File: src/rtl/cpu_defs_pkg.sv
// Shared definitions for the multicycle CPU: FSM state codes, opcodes,
// and the select encodings used by the control unit and datapath.
package cpu_defs_pkg;

    // FSM state codes; the numeric values are visible on the debug port
    typedef enum logic [3:0] {
        S_IDLE     = 4'd0,
        S_FETCH    = 4'd1,
        S_DECODE   = 4'd2,
        S_MEMADR   = 4'd3,
        S_MEMREAD  = 4'd4,
        S_MEMWB    = 4'd5,
        S_MEMWRITE = 4'd6,
        S_EXECUTE  = 4'd7,
        S_ALUWB    = 4'd8,
        S_BRANCH   = 4'd9,
        S_JUMP     = 4'd10
    } state_t;

    // Instruction opcodes, instruction[31:26]
    localparam logic [5:0] OP_RTYPE = 6'b000000;
    localparam logic [5:0] OP_LW    = 6'b100011;
    localparam logic [5:0] OP_SW    = 6'b101011;
    localparam logic [5:0] OP_BEQ   = 6'b000100;
    localparam logic [5:0] OP_J     = 6'b000010;

    // ALU control encodings
    localparam logic [1:0] ALU_ADD   = 2'b00;
    localparam logic [1:0] ALU_SUB   = 2'b01;
    localparam logic [1:0] ALU_FUNCT = 2'b10;

    // ALU B-operand select
    localparam logic [1:0] SRCB_REG     = 2'b00;
    localparam logic [1:0] SRCB_FOUR    = 2'b01;
    localparam logic [1:0] SRCB_IMM     = 2'b10;
    localparam logic [1:0] SRCB_IMM_SHL = 2'b11;

    // PC source select
    localparam logic [1:0] PCSRC_ALU    = 2'b00;
    localparam logic [1:0] PCSRC_ALUOUT = 2'b01;
    localparam logic [1:0] PCSRC_JUMP   = 2'b10;

endpackage

File: src/rtl/multicycle_control.sv
// Control FSM for the multicycle single-memory datapath. Outputs are
// decoded from the registered state; only the FETCH-stage IR and PC loads
// also follow mem_ready so they fire on the cycle the fetch completes.
module multicycle_control
    import cpu_defs_pkg::*;
(
    input  logic       clk,
    input  logic       rst_n,
    input  logic [5:0] opcode,
    input  logic       mem_ready,
    output logic       iord,
    output logic       mem_read,
    output logic       mem_write,
    output logic       ir_write,
    output logic       reg_dst,
    output logic       mem_to_reg,
    output logic       reg_write,
    output logic       alu_src_a,
    output logic [1:0] alu_src_b,
    output logic [1:0] alu_op,
    output logic [1:0] pc_source,
    output logic       pc_write,
    output logic       pc_write_cond,
    output logic       illegal_op,
    output logic [3:0] state
);

    state_t state_q;
    state_t state_d;

    // State register; reset aborts any instruction and parks the FSM in IDLE
    always_ff @(posedge clk or negedge rst_n) begin
        if (!rst_n) begin
            state_q <= S_IDLE;
        end else begin
            state_q <= state_d;
        end
    end

    assign state = state_q;

    // Next-state selection; memory states hold until the access completes
    always_comb begin
        state_d = S_IDLE;
        unique case (state_q)
            S_IDLE:     state_d = S_FETCH;
            S_FETCH:    state_d = mem_ready ? S_DECODE : S_FETCH;
            S_DECODE: begin
                if (opcode == OP_RTYPE) begin
                    state_d = S_EXECUTE;
                end else if ((opcode == OP_LW) || (opcode == OP_SW)) begin
                    state_d = S_MEMADR;
                end else if (opcode == OP_BEQ) begin
                    state_d = S_BRANCH;
                end else if (opcode == OP_J) begin
                    state_d = S_JUMP;
                end else begin
                    state_d = S_FETCH;
                end
            end
            S_MEMADR: begin
                // Only lw/sw reach here; anything else simply refetches
                if (opcode == OP_LW) begin
                    state_d = S_MEMREAD;
                end else if (opcode == OP_SW) begin
                    state_d = S_MEMWRITE;
                end else begin
                    state_d = S_FETCH;
                end
            end
            S_MEMREAD:  state_d = mem_ready ? S_MEMWB : S_MEMREAD;
            S_MEMWB:    state_d = S_FETCH;
            S_MEMWRITE: state_d = mem_ready ? S_FETCH : S_MEMWRITE;
            S_EXECUTE:  state_d = S_ALUWB;
            S_ALUWB:    state_d = S_FETCH;
            S_BRANCH:   state_d = S_FETCH;
            S_JUMP:     state_d = S_FETCH;
            default:    state_d = S_IDLE;
        endcase
    end

    // Output decode; every control defaults to 0 and each state raises its own
    always_comb begin
        iord          = 1'b0;
        mem_read      = 1'b0;
        mem_write     = 1'b0;
        ir_write      = 1'b0;
        reg_dst       = 1'b0;
        mem_to_reg    = 1'b0;
        reg_write     = 1'b0;
        alu_src_a     = 1'b0;
        alu_src_b     = SRCB_REG;
        alu_op        = ALU_ADD;
        pc_source     = PCSRC_ALU;
        pc_write      = 1'b0;
        pc_write_cond = 1'b0;
        illegal_op    = 1'b0;
        unique case (state_q)
            S_FETCH: begin
                mem_read  = 1'b1;
                alu_src_b = SRCB_FOUR;
                ir_write  = mem_ready;
                pc_write  = mem_ready;
            end
            S_DECODE: begin
                alu_src_b  = SRCB_IMM_SHL;
                illegal_op = (opcode != OP_RTYPE) && (opcode != OP_LW) &&
                             (opcode != OP_SW) && (opcode != OP_BEQ) &&
                             (opcode != OP_J);
            end
            S_MEMADR: begin
                alu_src_a = 1'b1;
                alu_src_b = SRCB_IMM;
            end
            S_MEMREAD: begin
                iord     = 1'b1;
                mem_read = 1'b1;
            end
            S_MEMWB: begin
                reg_write  = 1'b1;
                mem_to_reg = 1'b1;
            end
            S_MEMWRITE: begin
                iord      = 1'b1;
                mem_write = 1'b1;
            end
            S_EXECUTE: begin
                alu_src_a = 1'b1;
                alu_src_b = SRCB_REG;
                alu_op    = ALU_FUNCT;
            end
            S_ALUWB: begin
                reg_write = 1'b1;
                reg_dst   = 1'b1;
            end
            S_BRANCH: begin
                alu_src_a     = 1'b1;
                alu_op        = ALU_SUB;
                pc_source     = PCSRC_ALUOUT;
                pc_write_cond = 1'b1;
            end
            S_JUMP: begin
                pc_source = PCSRC_JUMP;
                pc_write  = 1'b1;
            end
            default: begin
            end
        endcase
    end

endmodule

File: config.mk
export PLATFORM = sky130hd
export DESIGN_NAME = multicycle_control
export DESIGN_NICKNAME = d
export VERILOG_FILES = /design/src/rtl/cpu_defs_pkg.sv /design/src/rtl/multicycle_control.sv
export SDC_FILE = /design/constraint.sdc
export NUM_CORES = 1
export LEC_CHECK = 0
export CORE_MARGIN = 8
export CORE_UTILIZATION = 35
export CTS_BUF_LIST = sky130_fd_sc_hd__clkbuf_8
export CTS_CLUSTER_DIAMETER = 40
export CTS_CLUSTER_SIZE = 16
export DETAILED_ROUTE_END_ITERATION = 10
export GPL_TIMING_DRIVEN = 0
export PLACE_DENSITY = 0.76
export SYNTH_ARGS = -nofsm -noshare
export SYNTH_HDL_FRONTEND = slang
export SYNTH_SLANG_ARGS = --single-unit
File: constraint.sdc
create_clock -name clk -period 1.65 [get_ports clk]
set_input_delay 0.33 -clock clk [delete_from_list [all_inputs] [get_ports clk]]
set_output_delay 0.33 -clock clk [all_outputs]
set_load 0.05 [all_outputs]
==> impl_results.md <==
* Outcome: finished, violations left
* Failing checks: negative setup slack
* Tcrit/Tclk final at 112%
* Routed Antenna Nets at 0
* Fin Clk Skew at roughly 1.1 ps
* Total track usage at 16.3%
* Leakage at roughly 0.54 nW
* Slowest CP cell: dfrtp_2
* Peak supply drop at between 1 and 1.5 mV
* Setup Total Neg Slack at -1690 ps
* Antenna cell count at 0
* Slew Limit Fails at 0
* P per Cell Area at 1360 nW/µm²
* Top-area cell type share of the netlist area at roughly 20%
* Max-slew headroom at 66.9%
* Hold buffers post-CTS at 0
* CTS tree: yes
* Layout area overhead at 139%
* Worst hold slack at 323 ps
* Cells after DPL at 115
* Ys async rst share at 100%
* H-tree Lvls at 1
* Worst-Margin Slew at 499 ps
* Clk buf depth at 2
* I/O Pins at 30
* Mapped Avg Cell Area at between 7 and 8 µm²
* Crit. End Element: output pin
* Metal-1 WL at just under 900 µm
* Critical Path AT at 1520 ps
* Final #Nets at 129
* Met3 WL at 120 µm
* Vias at 757
* Clk_lat worst skew at 220 ps
* Post-synth EDFFs at 0
* DR top layer: met4
* WS Path Type: reg2out
* Fill cells at 52
* Synth cell types at 33
* Max FFs per register at 4
* Die Ht at 53.9 µm
* Area contributors post-synth: dfrtp_1 (20%), nor2_1 (11%), nor3_1 (6.0%)
* Starting Density at 38.1%
* Largest stage delay on the critical path at 440 ps
* Met2 wire len at 1240 µm
* First-pass iteration count of the detailed router at 4
* Pin count of the biggest net entering global routing at 11
* Startpoint Class: flop
* Die area at 2900 µm²
* Core area at 1320 µm²
* Hpwl dp at 1410 µm
* CP cell instances: buf_8, nand3b_1, mux2_4, nor2_4, buf_8
* Cells after Synth at 71
* Sequential element share of the synthesized area at approximately 20%
* Vias in the first global route at approximately 780
* Cell mode on critical path: buf_8
* Vias per cell at 5.69
* Clock slew at reported path FFs at ~30 ps
* Syn Std Cell Area at 502 µm²
* RSZ-0062 raised after global routing: true
* Fmax at 541 MHz
* Cts bufs inserted at 3
* Avg WL per Cell at 17.6 µm
* CP required at roughly 1300 ps
* First-pass GRT wire length at approximately 3500 µm
* Final Setup Violations at 13
* Synthesis-stage register bit count at 4
* Post-Route WL at 2340 µm
* Commonest cells post-synth: nor2_1 (15), nor3_1 (6), nand2_1 (5), dfrtp_1 (4), nand2b_1 (4)
* DRC at 0
* Period minus WS final at ~1800 ps
* Register area at around 110 µm²
* Hold Crit Class: in2async
* Ys flop type: dfrtp_1
* Synth warn at 0
* Width of the chip at 53.9 µm
* Dpl ws at -985 ps
* Top-count cell post-synth: nor2_1
* Total global routing overflow at 0
* Final hold violations at 0
* Initial antenna violation count at 0
* Net Count, Synth at 80
* Max-Cap Viols at 0
* Worst-path fanout max at 6
* Drt first-iter violations at 6
* Fin cells at 133
* GPL Wtd Cong at 0.785
* Port Buffers at 29
* # clock sinks at 4
* CTS root buffer: clkbuf_8
* Multi-input logic area at 510 µm²
* Num rows at 13
* Leading area contributor after synthesis: dfrtp_1
* Final worst slack at -198 ps
* Layout cells sized above 1 at 61.0%
report_power, final:
group	internal (mW)	switching, mW	leakage (nW)
registers	0.125	0.0419	0.0463
logic	0.537	0.717	0.469
clock network	0.156	0.0547	0.0216
cell usage in the layout (no fill, tap or decap), types with 2 or more instances in the layout:
cell type,Yosys,layout
mux2_4,0,2
buf_6,0,17
nor3_4,0,4
or2b_4,0,2
clkdlybuf4s50_1,0,3
dlygate4sd2_1,0,9
dfrtp_2,0,4
nor2_1,15,4
buf_4,3,14
nor2_4,0,5
nand2_1,5,5
nor2_2,0,6
and2_4,0,2
xor2_1,2,2
buf_8,0,6
clkbuf_8,0,3
nand3b_1,3,3
nor3_1,6,2
nand2b_4,0,2
nand2b_1,4,2
worst max-delay path, delay by kind of cell (launching register included):
kind          cells  cell delay (ps)
simple gates      2              270
flops             1              440
mux               1              300
buf+inv           2              290
per-stage QoR:
stage	utilization, %	power, mW	area (µm²)
floorplan	-	0.896	642
global placement	72.2	1.17	951
detailed placement	72.2	1.18	951
CTS	85.0	1.56	1120
global route	91.1	1.71	1200
finish	91.1	1.63	1200
layout make-up:
class / instances / area share, %
Inverter: 1 / 0.313
Buffer: 6 / 7.40
Sequential cell: 4 / 8.76
Tap cell: 15 / 1.56
Timing Repair Buffer: 44 / 36.0
Multi-Input combinational cell: 60 / 42.5
Clock buffer: 3 / 3.44
what timing repair did:
item                                    CTS  global route
gates resized for setup                 140             8
endpoints found under the setup margin   22            16
buffers inserted                          8             7
pin swaps                                 4             2
kinds of logic after synthesis:
kind of cell | share of synthesized area (%)
and+or+nand+nor | 45.9
AOI/OAI and AO/OA | 15.7
buffers and inverters | 8.73
DFF | 20.0
xor gates and xnor gates | 5.24
muxes | 4.49
worst paths after layout:
path / start / to / slack (ps) / cells after the start
worst max-delay path: state[1] / pc_write / -200 / 5
worst min-delay path: rst_n / state[1] / 320 / 1
worst max register to register: state[3] / state[0] / 50 / 6
worst min register to register: state[1] / state[2] / 760 / 4
max in group asynchronous: rst_n / state[3] / 1130 / 1
min in group clk: mem_ready / state[2] / 650 / 4
per-layer routing:
metal  global-route usage (%)  vias to the layer above
met5                        0                        -
met4                     10.9                        0
met3                     4.68                        9
met2                     29.2                       31
met1                     16.0                      364
li1                         -                      353
No activity file was read; power rests on OpenSTA's default activity.
